[config.mk]
export PLATFORM = sky130hd
export DESIGN_NAME = cla_pipe
export DESIGN_NICKNAME = d
export VERILOG_FILES = /design/src/rtl/cla_pkg.sv /design/src/rtl/cla_seg.sv /design/src/rtl/cla_pipe.sv
export SDC_FILE = /design/constraint.sdc
export NUM_CORES = 1
export LEC_CHECK = 0
export CAP_MARGIN = 0
export CORE_UTILIZATION = 49
export CTS_BUF_LIST = sky130_fd_sc_hd__clkbuf_4 sky130_fd_sc_hd__clkbuf_8
export CTS_CLUSTER_DIAMETER = 40
export CTS_CLUSTER_SIZE = 24
export DETAILED_ROUTE_END_ITERATION = 16
export PLACE_DENSITY = 0.77
export REMOVE_ABC_BUFFERS = 1
export SLEW_MARGIN = 20
export SYNTH_ARGS = -nofsm -noshare
export SYNTH_HDL_FRONTEND = slang
export SYNTH_HIERARCHICAL = 1
export SYNTH_SLANG_ARGS = --single-unit
[constraint.sdc]
create_clock -name clk -period 2.2 [get_ports clk]
set_input_delay 0.44 -clock clk [delete_from_list [all_inputs] [get_ports clk]]
set_output_delay 0.44 -clock clk [all_outputs]
set_load 0.005 [all_outputs]
[src/rtl/cla_pkg.sv]
// Shared helpers for the pipelined carry-lookahead adder.
// Legality check and stage-count math for WIDTH/SEG splits.
package cla_pkg;

   localparam int GRP = 4;

   function automatic bit seg_ok(input int w, input int s);
      return (s > 0) && (w >= s) && (w % s == 0) && (s % GRP == 0);
   endfunction

   function automatic int nstg(input int w, input int s);
      return w / s;
   endfunction

endpackage

[src/rtl/cla_seg.sv]
// Combinational SEG-bit lookahead segment: 4-bit G/P groups
// plus a second lookahead level across the groups.
module cla_seg
   import cla_pkg::*;
#(
   parameter int SEG = 16
) (
   input  logic [SEG-1:0] a,
   input  logic [SEG-1:0] b,
   input  logic           cin,
   output logic [SEG-1:0] sum,
   output logic           cout,
   output logic           cmsb
);

   localparam int NG = SEG / GRP;

   logic [SEG-1:0] p;
   logic [SEG-1:0] g;
   logic [SEG-1:0] c;
   logic [NG-1:0]  gp;
   logic [NG-1:0]  gg;
   logic [NG:0]    gc;

   assign p = a ^ b;
   assign g = a & b;

   // group propagate / generate for each nibble
   always_comb begin
      gp = '0;
      gg = '0;
      for (int j = 0; j < NG; j++) begin
         gp[j] = &p[j*GRP +: GRP];
         gg[j] = g[j*GRP+3]
               | (p[j*GRP+3] & g[j*GRP+2])
               | (p[j*GRP+3] & p[j*GRP+2] & g[j*GRP+1])
               | (p[j*GRP+3] & p[j*GRP+2] & p[j*GRP+1]
                  & g[j*GRP]);
      end
   end

   // second level: each group carry as a flat sum of products
   always_comb begin
      logic t;
      t  = 1'b0;
      gc = '0;
      for (int j = 0; j <= NG; j++) begin
         t = cin;
         for (int m = 0; m < j; m++) t = t & gp[m];
         gc[j] = t;
         for (int i = 0; i < j; i++) begin
            t = gg[i];
            for (int m = i + 1; m < j; m++) t = t & gp[m];
            gc[j] = gc[j] | t;
         end
      end
   end

   // bit carries inside each group from the group carry-in
   always_comb begin
      c = '0;
      for (int j = 0; j < NG; j++) begin
         c[j*GRP]   = gc[j];
         c[j*GRP+1] = g[j*GRP] | (p[j*GRP] & gc[j]);
         c[j*GRP+2] = g[j*GRP+1]
                    | (p[j*GRP+1] & g[j*GRP])
                    | (p[j*GRP+1] & p[j*GRP] & gc[j]);
         c[j*GRP+3] = g[j*GRP+2]
                    | (p[j*GRP+2] & g[j*GRP+1])
                    | (p[j*GRP+2] & p[j*GRP+1] & g[j*GRP])
                    | (p[j*GRP+2] & p[j*GRP+1] & p[j*GRP]
                       & gc[j]);
      end
   end

   assign sum  = p ^ c;
   assign cout = gc[NG];
   assign cmsb = c[SEG-1];

endmodule

[src/rtl/cla_pipe.sv]
// Pipelined carry-lookahead add/sub, one SEG-bit segment per stage.
// Stage regs carry done sum segments, pending operands and the carry.
module cla_pipe
   import cla_pkg::*;
#(
   parameter int WIDTH = 32,
   parameter int SEG   = 16
) (
   input  logic             clk,
   input  logic             rst_n,
   input  logic             in_valid,
   output logic             in_ready,
   input  logic [WIDTH-1:0] in_a,
   input  logic [WIDTH-1:0] in_b,
   input  logic             in_sub,
   input  logic             in_cin,
   output logic             out_valid,
   input  logic             out_ready,
   output logic [WIDTH-1:0] out_sum,
   output logic             out_cout,
   output logic             out_ovf
);

   localparam int NSTG = nstg(WIDTH, SEG);

   if (!seg_ok(WIDTH, SEG)) begin : g_bad
      $error("cla_pipe: illegal WIDTH/SEG combination");
   end

   logic             adv;
   logic [WIDTH-1:0] b_in;

   logic             vld_q [NSTG];
   logic             vld_d [NSTG];
   logic [WIDTH-1:0] acc_q [NSTG];
   logic [WIDTH-1:0] acc_d [NSTG];
   logic [WIDTH-1:0] b_q   [NSTG];
   logic [WIDTH-1:0] b_d   [NSTG];
   logic             c_q   [NSTG];
   logic             c_d   [NSTG];
   logic             cmsb_q;
   logic             cmsb_d;

   logic [SEG-1:0]   seg_a  [NSTG];
   logic [SEG-1:0]   seg_b  [NSTG];
   logic [SEG-1:0]   seg_s  [NSTG];
   logic             seg_ci [NSTG];
   logic             seg_co [NSTG];
   logic             seg_cm [NSTG];

   assign b_in     = in_sub ? ~in_b : in_b;
   assign adv      = out_ready | ~out_valid;
   assign in_ready = adv;

   for (genvar k = 0; k < NSTG; k++) begin : g_stg
      if (k == 0) begin : g_first
         assign seg_a[k]  = in_a[SEG-1:0];
         assign seg_b[k]  = b_in[SEG-1:0];
         assign seg_ci[k] = in_sub | in_cin;
      end else begin : g_next
         assign seg_a[k]  = acc_q[k-1][k*SEG +: SEG];
         assign seg_b[k]  = b_q[k-1][k*SEG +: SEG];
         assign seg_ci[k] = c_q[k-1];
      end

      cla_seg #(
         .SEG (SEG)
      ) u_seg (
         .a    (seg_a[k]),
         .b    (seg_b[k]),
         .cin  (seg_ci[k]),
         .sum  (seg_s[k]),
         .cout (seg_co[k]),
         .cmsb (seg_cm[k])
      );
   end

   // next stage contents: shift forward, splice in each new segment
   always_comb begin
      vld_d[0]          = in_valid;
      acc_d[0]          = in_a;
      acc_d[0][SEG-1:0] = seg_s[0];
      b_d[0]            = b_in;
      c_d[0]            = seg_co[0];
      for (int k = 1; k < NSTG; k++) begin
         vld_d[k]                = vld_q[k-1];
         acc_d[k]                = acc_q[k-1];
         acc_d[k][k*SEG +: SEG]  = seg_s[k];
         b_d[k]                  = b_q[k-1];
         c_d[k]                  = seg_co[k];
      end
      cmsb_d = seg_cm[NSTG-1];
   end

   // whole pipe advances together or holds, bubbles included
   always_ff @(posedge clk or negedge rst_n) begin
      if (!rst_n) begin
         for (int k = 0; k < NSTG; k++) begin
            vld_q[k] <= 1'b0;
            acc_q[k] <= '0;
            b_q[k]   <= '0;
            c_q[k]   <= 1'b0;
         end
         cmsb_q <= 1'b0;
      end else if (adv) begin
         for (int k = 0; k < NSTG; k++) begin
            vld_q[k] <= vld_d[k];
            acc_q[k] <= acc_d[k];
            b_q[k]   <= b_d[k];
            c_q[k]   <= c_d[k];
         end
         cmsb_q <= cmsb_d;
      end
   end

   assign out_valid = vld_q[NSTG-1];
   assign out_sum   = acc_q[NSTG-1];
   assign out_cout  = c_q[NSTG-1];
   assign out_ovf   = c_q[NSTG-1] ^ cmsb_q;

endmodule
## Yosys cells after proc, flatten, opt, wreduce, memory -nomap -nowiden

Cells that the tools add are included.

- Word-level logic and storage cells: 252
- Input bits: 70
- Output and inout bits: 36
- Register bits after elaboration: 101

- Reduce and logical (&&, ||, !) cells: 8
- Muxes and demuxes: 1
- Bitwise logic cells: 235

Operators by type and width:

| operator | count |
|---|---|
| bitwise AND 1 bit | 132 |
| OR 1 bit | 94 |
| XOR 16 bit | 4 |
| bitwise AND 16 bit | 2 |
| two-way mux 32 bit | 1 |
| inverter 32 bit | 1 |
| AND reduction 4 bit | 8 |
| inverter 1 bit | 1 |
| XOR 1 bit | 1 |

## Depth between registers and ports, before layout

Gate-level depths: netlist of run 1.

- Word-level depth: 15
- Mapped depth: 12
- Gate-level depth less buffers: 9

## Hierarchy

Netlist of run 1, hierarchy kept.

By module, submodules not included:

| module | instances | seq. area each (um^2) | cells an instance | area an instance (um^2) |
|---|---|---|---|---|
| cla_pipe | 1 | 2127.0 | 251 | 3920.0 |
| cla_seg | 2 | 0.0 | 77 | 665.6 |

## Least setup slack after synthesis of run 1

OpenSTA, ideal clock, no wires.

- Kind: input to register
- Start: input in_sub
- End: register acc_q (netlist bit acc_d[13])
- Path buffers: 3
- Required time: 2075 ps
- Arrival: 3004 ps
- Stages: 12
- Setup time: 125 ps
- Slack: -928 ps
- Path through: buf_2 buf_4 buf_4 xor2_1 ha_1 a21o_1 a21o_1 a221oi_2 o21ai_2 fa_1 xor2_1 mux2_2

RTL lines:

| element | line | RTL |
|---|---|---|
| start, declared | cla_pipe.sv:15 | `input logic in_sub,` |
| end signal, assigned by index | cla_pipe.sv:108 | `acc_q[k] <= acc_d[k];` |
| end, declared | cla_pipe.sv:35 | `logic [WIDTH-1:0] acc_q [NSTG];` |

==> metrics.md, run 1 <==
| Metric | Value |
|---|---|
| Io pins | 106 |
| FILL cells | 704 |
| Placeable core area | 0.01037 mm² |
| Tightest Pin Transition | 0.4794 ns |
| Die footprint | 0.01112 mm² |
| Worst ir drop on vdd | 0.4301 mV |
| CTS sink cnt | 85 |
| Hold Vio Cnt, Final | 0 |
| Period minus WS final | 2.350 ns |
| Routed Wire Length | 12120 µm |
| Worst-path clk slew | 0.08 ns |
| Largest net degree at the start of global routing | 50 |
| Total GRT Usage | 0.2202 |
| Commonest non-fill, non-tap cell in the layout | dfrtp_1 |
| Failing checks | setup timing |
| Vias | 3552 |
| Critical path cell sequence | buf_12, buf_6, xor2_4, ha_4, a211oi_4, o21bai_1, a21oi_1, inv_1, fa_2, xor2_1, mux2_4 |
| Worst path buffer plus inverter count | 3 |
| Status | finished, violations left |
| H-tree lvl count | 3 |
| Initial antenna violation count | 0 |
| Top routing layer in use | met4 |
| Area of the mapped netlist | 0.005244 mm² |
| GRT overflow | 0 |
| Hold crit path type | primary input to async pin |
| Type of destination of the critical path | flip-flop |
| Max-cap check violation count | 0 |
| CP Class | primary input to flip-flop |
| Worst EP arrival | 2.59 ns |
| Final nets | 667 |
| Gate count after technology mapping | 404 |
| RSZ-0062 raised after global routing | yes |
| Met1 WL | 4887 µm |
| Drt wl/cell | 17.39 µm |
| Met3 WL | 436 µm |
| Top delay family on crit path | compound AO/OA/AOI/OAI gates |
| Slew HR | 0.6721 |
| Detail Route Antenna Nets | 0 |
| Root buf cell | clkbuf_8 |
| Final core occ | 0.7315 |
| Drt via density | 5.096 |
| Max Fclk | 425.5 MHz |
| Vias in the first global route | 3930 |
| TritonCTS clock tree | yes |
| Number of diodes | 0 |
| PortBufs | 105 |
| Global-route wire length before repair | 18820 µm |
| Area Growth Syn to Fin | 44.67% |
| Setup TNS | -1.092 ns |
| Die W | 105.5 µm |
| Slowest CP cell | fa_2 |
| Total power | 6.826 mW |
| Yosys warning count | 6 |
| Row cnt | 37 |
| Clk_skew | 0.007526 ns |
| Worst Slack Setup Final | -0.1504 ns |
| Tcrit/Tclk final | 1.068 |
| Crit path max fanout | 6 |
| Max clock buf depth | 2 |
| First drt pass iteration count | 4 |
| Drt initial violations | 90 |
| Total CTS buffers | 9 |
| Hold-fix buffers at CTS | 0 |
| Commonest cells after routing, fill and taps aside | 85 x dfrtp_1, 80 x clkdlybuf4s50_1, 71 x buf_4, 44 x mux2_4, 40 x mux2_2 |
| FF+latch area | 0.002127 mm² |
| CP required | 2.44 ns |
| Startpoint types | primary input |
| Power density over the cells | 899.8 mW/mm² |
| Static Leak | 3.371 nW |
| Synthesized area per cell | 12.98 µm² |
| Skew-Pair Late Insertion Delay | 0.36 ns |
| Die Ht | 105.5 µm |
| Slowest Stage Delay on Critical Path | 0.34 ns |
| Starting density of the core | 0.5057 |
| Area occupied by multi-input gates | 0.003322 mm² |
| Share of layout cells above drive strength 1 | 0.4742 |
| GPL Wtd Cong | 0.7794 |
| Final setup viols | 15 |
| DP Wirelength | 7404 µm |
| DRC Markers | 0 |
| Slew Limit Fails | 0 |
| WL met2 | 6468 µm |
## routing by layer
| layer | GRT usage | up-vias |
|---|---|---|
| met5 | 0 | - |
| met4 | 0.1147 | 0 |
| met3 | 0.03030 | 23 |
| met2 | 0.3910 | 93 |
| met1 | 0.2586 | 1764 |
| li1 | - | 1672 |
## stage by stage
| step | setup slack (ns) | cells | area [µm²] | hold slack, ns |
|---|---|---|---|---|
| after CTS | -0.1305 | 692 | 7356 | 0.04841 |
| after global routing | -0.2017 | 697 | 7586 | 0.07627 |
| after detailed placement | -1.045 | 656 | 6534 | 0.4348 |
| final | -0.1504 | 697 | 7586 | 0.04797 |
| after floorplan | -0.3985 | 358 | 4855 | 0.1444 |
| after global placement | -0.9406 | 656 | 6534 | 0.4303 |
## report_power, final
group	switching, mW	internal [mW]	leakage [nW]
logic	1.23	2.18	2.29
clock network	0.523	0.470	0.0935
registers	0.346	2.08	0.990
## final timing paths
check / slack, ns / from / end / cells past startpoint
setup / recovery: -0.15 / in_sub / acc_d[5] / 11
hold / removal: 0.05 / rst_n / acc_q[56] / 1
setup reg to reg: -0.13 / b_d[25] / out_sum[29] / 8
hold reg to reg: 0.49 / vld_d[0] / out_valid / 1
max in group asynchronous: 1.52 / rst_n / out_sum[14] / 2
min in group clk: 0.49 / vld_d[0] / out_valid / 1
## sequential cells by signal, indices dropped and copies added, names as in the netlist
register   cells
out_sum       32
b_d           16
out_valid      1
c_q            1
acc_q         16
cmsb_q         1
vld_d          1
out_cout       1
acc_d         16
## timing repair
| action | 4_1_cts | 5_1_grt |
|---|---|---|
| setup endpoints to repair | 26 | 25 |
| cloned | 1 | 0 |
| resized for setup | 124 | 41 |
| pin swaps | 65 | 37 |
| buffers inserted | 21 | 7 |
## cell type report
type	count	share of cell area
Clock buffer	13	0.02111
Clock inverter	2	0.001319
Inverter	14	0.006927
Multi-Input combinational cell	259	0.4379
Sequential cell	85	0.2804
Tap cell	136	0.02243
Timing Repair Buffer	188	0.2299
## worst register-to-register path, stage by stage (launching register included)
cell	delay [ns]
dfrtp_1	0.42
ha_4	0.25
a21o_1	0.20
a21o_1	0.19
a221oi_2	0.27
o21ai_2	0.13
fa_2	0.36
xor2_1	0.17
mux2_4	0.25
Power figures use the tool's default switching activity.
==> inputs of run 2 (changes only) <==
CORE_MARGIN = 5   (was not set)
==> run 2 against run 1 <==
  * Flip-flop and latch count stayed put
  * Critical path depth stayed put
  * Critical path type unchanged
  * Routed wire length is 2.9% lower
  * Total power is 2.4% higher
  * Largest cell class unchanged
  * Worst hold slack worse by 0.0021 ns
  * The flow still finishes with violations (setup timing)
  * Final cell count is 0.57% higher
  * Fmax is 6.0% lower
==> metrics.md, run 2 (synthesis results as in run 1) <==
| Metric | Value |
|---|---|
| Placed cells | 656 (unchanged) |
| Status | finished, violations left |
| Hold-fix buffers at CTS | 0 (unchanged) |
| Placeable core area | 0.01037 mm² (unchanged) |
| DP Wirelength | 7841 µm (+5.9%) |
| Crit. path cell count | 11 (unchanged) |
| Drt via density | 5.057 (-0.77%) |
| Area Growth Syn to Fin | 41.71% |
| Root buf cell | clkbuf_8 |
| Dpl ws | -0.9605 ns (+0.08432 ns) |
| FILL cells | 708 (+0.57%) |
| Largest net degree at the start of global routing | 54 (+8.0%) |
| Area occupied by multi-input gates | 0.003082 mm² (-7.2%) |
| Global-route wire length before repair | 18770 µm (-0.22%) |
| Total power | 6.989 mW (+2.4%) |
| Slowest Stage Delay on Critical Path | 0.35 ns (about the same) |
| Slew HR | 0.6678 (-0.004298) |
| Die W | 113.5 µm (+7.6%) |
| Detail Route Antenna Nets | 0 (unchanged) |
| Io pins | 106 (unchanged) |
| Clk_skew | 0.009153 ns (+0.001627 ns) |
| Worst EP arrival | 2.74 ns (+0.15 ns) |
| FF+latch area | 0.002127 mm² (unchanged) |
| Hold crit path type | primary input to async pin |
| Routed Wire Length | 11770 µm (-2.9%) |
| CP required | 2.44 ns (about the same) |
| GRT overflow | 0 (unchanged) |
| Reg-to-reg slack, setup | -0.18 ns (-0.05 ns) |
| Initial antenna violation count | 0 (unchanged) |
| Worst ir drop on vdd | 0.4144 mV (-3.6%) |
| Worst path buffer plus inverter count | 2 (-1) |
| Drt initial violations | 115 (+28%) |
| Setup TNS | -3.033 ns (-1.941 ns) |
| First drt pass iteration count | 4 (unchanged) |
| Tightest Pin Transition | 0.4982 ns (+0.01884 ns) |
| Share of layout cells above drive strength 1 | 0.4407 (-0.03345) |
| Period minus WS final | 2.500 ns (+0.1493 ns) |
| Row cnt | 37 (unchanged) |
| Static Leak | 3.384 nW (+0.40%) |
| Total GRT Usage | 0.1794 (-0.04086) |
| Critical path cell sequence | buf_12, buf_12, xor2_2, ha_1, a21o_1, a21o_1, a221oi_4, o21ai_4, fa_2, xor2_1, mux2_4 |
| Starting density of the core | 0.5057 (unchanged) |
| Final nets | 671 (+0.60%) |
| Vias in the first global route | 3900 (-0.76%) |
| Hold Vio Cnt, Final | 0 (unchanged) |
| Reg2Reg Depth | 8 (unchanged) |
| Worst Slack Setup Final | -0.2998 ns (-0.1493 ns) |
| PortBufs | 105 (unchanged) |
| Vias | 3545 (-0.20%) |
| CP Class | primary input to flip-flop |
| Max clock buf depth | 2 (unchanged) |
| Max-cap check violation count | 0 (unchanged) |
| Die footprint | 0.01287 mm² (+16%) |
| DRC Markers | 0 (unchanged) |
| Final setup viols | 20 (+5) |
| Type of destination of the critical path | flip-flop |
| Worst-path clk slew | 0.09 ns (about the same) |
| TritonCTS clock tree | yes |
| Crit path max fanout | 5 (-1) |
| Tcrit/Tclk final | 1.136 (+0.06787) |
| H-tree lvl count | 3 (unchanged) |
| GPL Wtd Cong | 0.8212 (+5.4%) |
| Failing checks | setup timing |
| RSZ-0062 raised after global routing | yes |
| Commonest cells after routing, fill and taps aside | 90 x clkdlybuf4s50_1, 85 x dfrtp_1, 80 x buf_4, 44 x mux2_4, 40 x mux2_2 |
| Drt wl/cell | 16.79 µm (-3.4%) |
| Max FFs per register | 32 (unchanged) |
| Skew-Pair Late Insertion Delay | 0.34 ns (-0.02 ns) |
| Die Ht | 113.5 µm (+7.6%) |
| Number of diodes | 0 (unchanged) |
| Non-filler cells, final | 701 (+0.57%) |
| Top delay family on crit path | compound AO/OA/AOI/OAI gates |
| Power density over the cells | 940.5 mW/mm² (+4.5%) |
| Slew Limit Fails | 0 (unchanged) |
| Total CTS buffers | 9 (unchanged) |
| Startpoint types | primary input |
| Commonest non-fill, non-tap cell in the layout | clkdlybuf4s50_1 |
| Max Fclk | 400.0 MHz (-6.0%) |
| Slowest CP cell | fa_2 |
| CTS sink cnt | 85 (unchanged) |
-- run 2: cell types whose count changed in the layout (fill, tap and decap cells not counted), moves of 3 or more --
cell	previous run	this run
buf_4	71	80
ha_1	16	23
clkbuf_2	3	0
dlygate4sd2_1	13	9
dlymetal6s2s_1	0	3
ha_4	15	7
xor2_1	31	38
xor2_4	5	0
o21ai_2	3	6
clkdlybuf4s50_1	80	90
buf_6	10	4
clkdlybuf4s15_1	3	0
-- run 2: area by class of cell --
| class | instances | area share |
|---|---|---|
| inverter | 14 | 0.007072 |
| clock buffer | 11 | 0.01953 |
| timing repair buffer | 192 | 0.2398 |
| sequential | 85 | 0.2862 |
| tap | 136 | 0.02290 |
| multi-input combinational | 259 | 0.4147 |
| clock inverter | 4 | 0.009766 |
-- run 2: worst paths after layout --
kind	from	to
min reg2reg	vld_d[0]	out_valid
min	rst_n	out_sum[24]
max	in_sub	acc_d[13]
max reg2reg	acc_q[57]	out_sum[29]
max in group asynchronous	rst_n	out_sum[12]
min in group clk	vld_d[0]	out_valid
-- run 2: timing repair --
item / CTS / global route
endpoints found under the hold margin: 0 / 0
pin swaps: 51 / 38
setup endpoints to repair: 26 / 25
setup buffers: 20 / 10
cloned: 1 / 0
gates resized for setup: 63 / 37
-- run 2: per-stage QoR --
| stage | hold slack, ns | utilization | cell area, µm² |
|---|---|---|---|
| 6_report | 0.04591 | 0.7166 | 7431 |
| 5_1_grt | 0.06973 | 0.7166 | 7431 |
| 4_1_cts | 0.05111 | 0.6914 | 7169 |
| 2_1_floorplan | 0.1444 | - | 4855 |
| 3_5_place_dp | 0.4309 | 0.6301 | 6534 |
| 3_3_place_gp | 0.4241 | 0.6301 | 6534 |
-- run 2: power breakdown --
group	switching, mW	internal (mW)	leakage (nW)
combinational	1.20	2.16	2.29
sequential	0.350	2.07	0.990
clock	0.532	0.676	0.109
-- run 2: layer usage --
metal  routed length (µm)  up-vias  GRT usage  part of all wire
li1                     -     1691          -                 -
met1                 4907     1753     0.2212              0.42
met2                 6226       83     0.3227              0.53
met3                  432       18    0.02759             0.037
met4                  204        0    0.05609             0.017
met5                    0        -          0                 0
-- run 2: worst reg2reg max path, delay by kind of cell, from the launching register on --
kind | cells | cell delay, ns
compound gates | 4 | 0.84
xor+xnor | 1 | 0.16
fa+ha+maj | 2 | 0.61
flops | 1 | 0.42
mux | 1 | 0.25
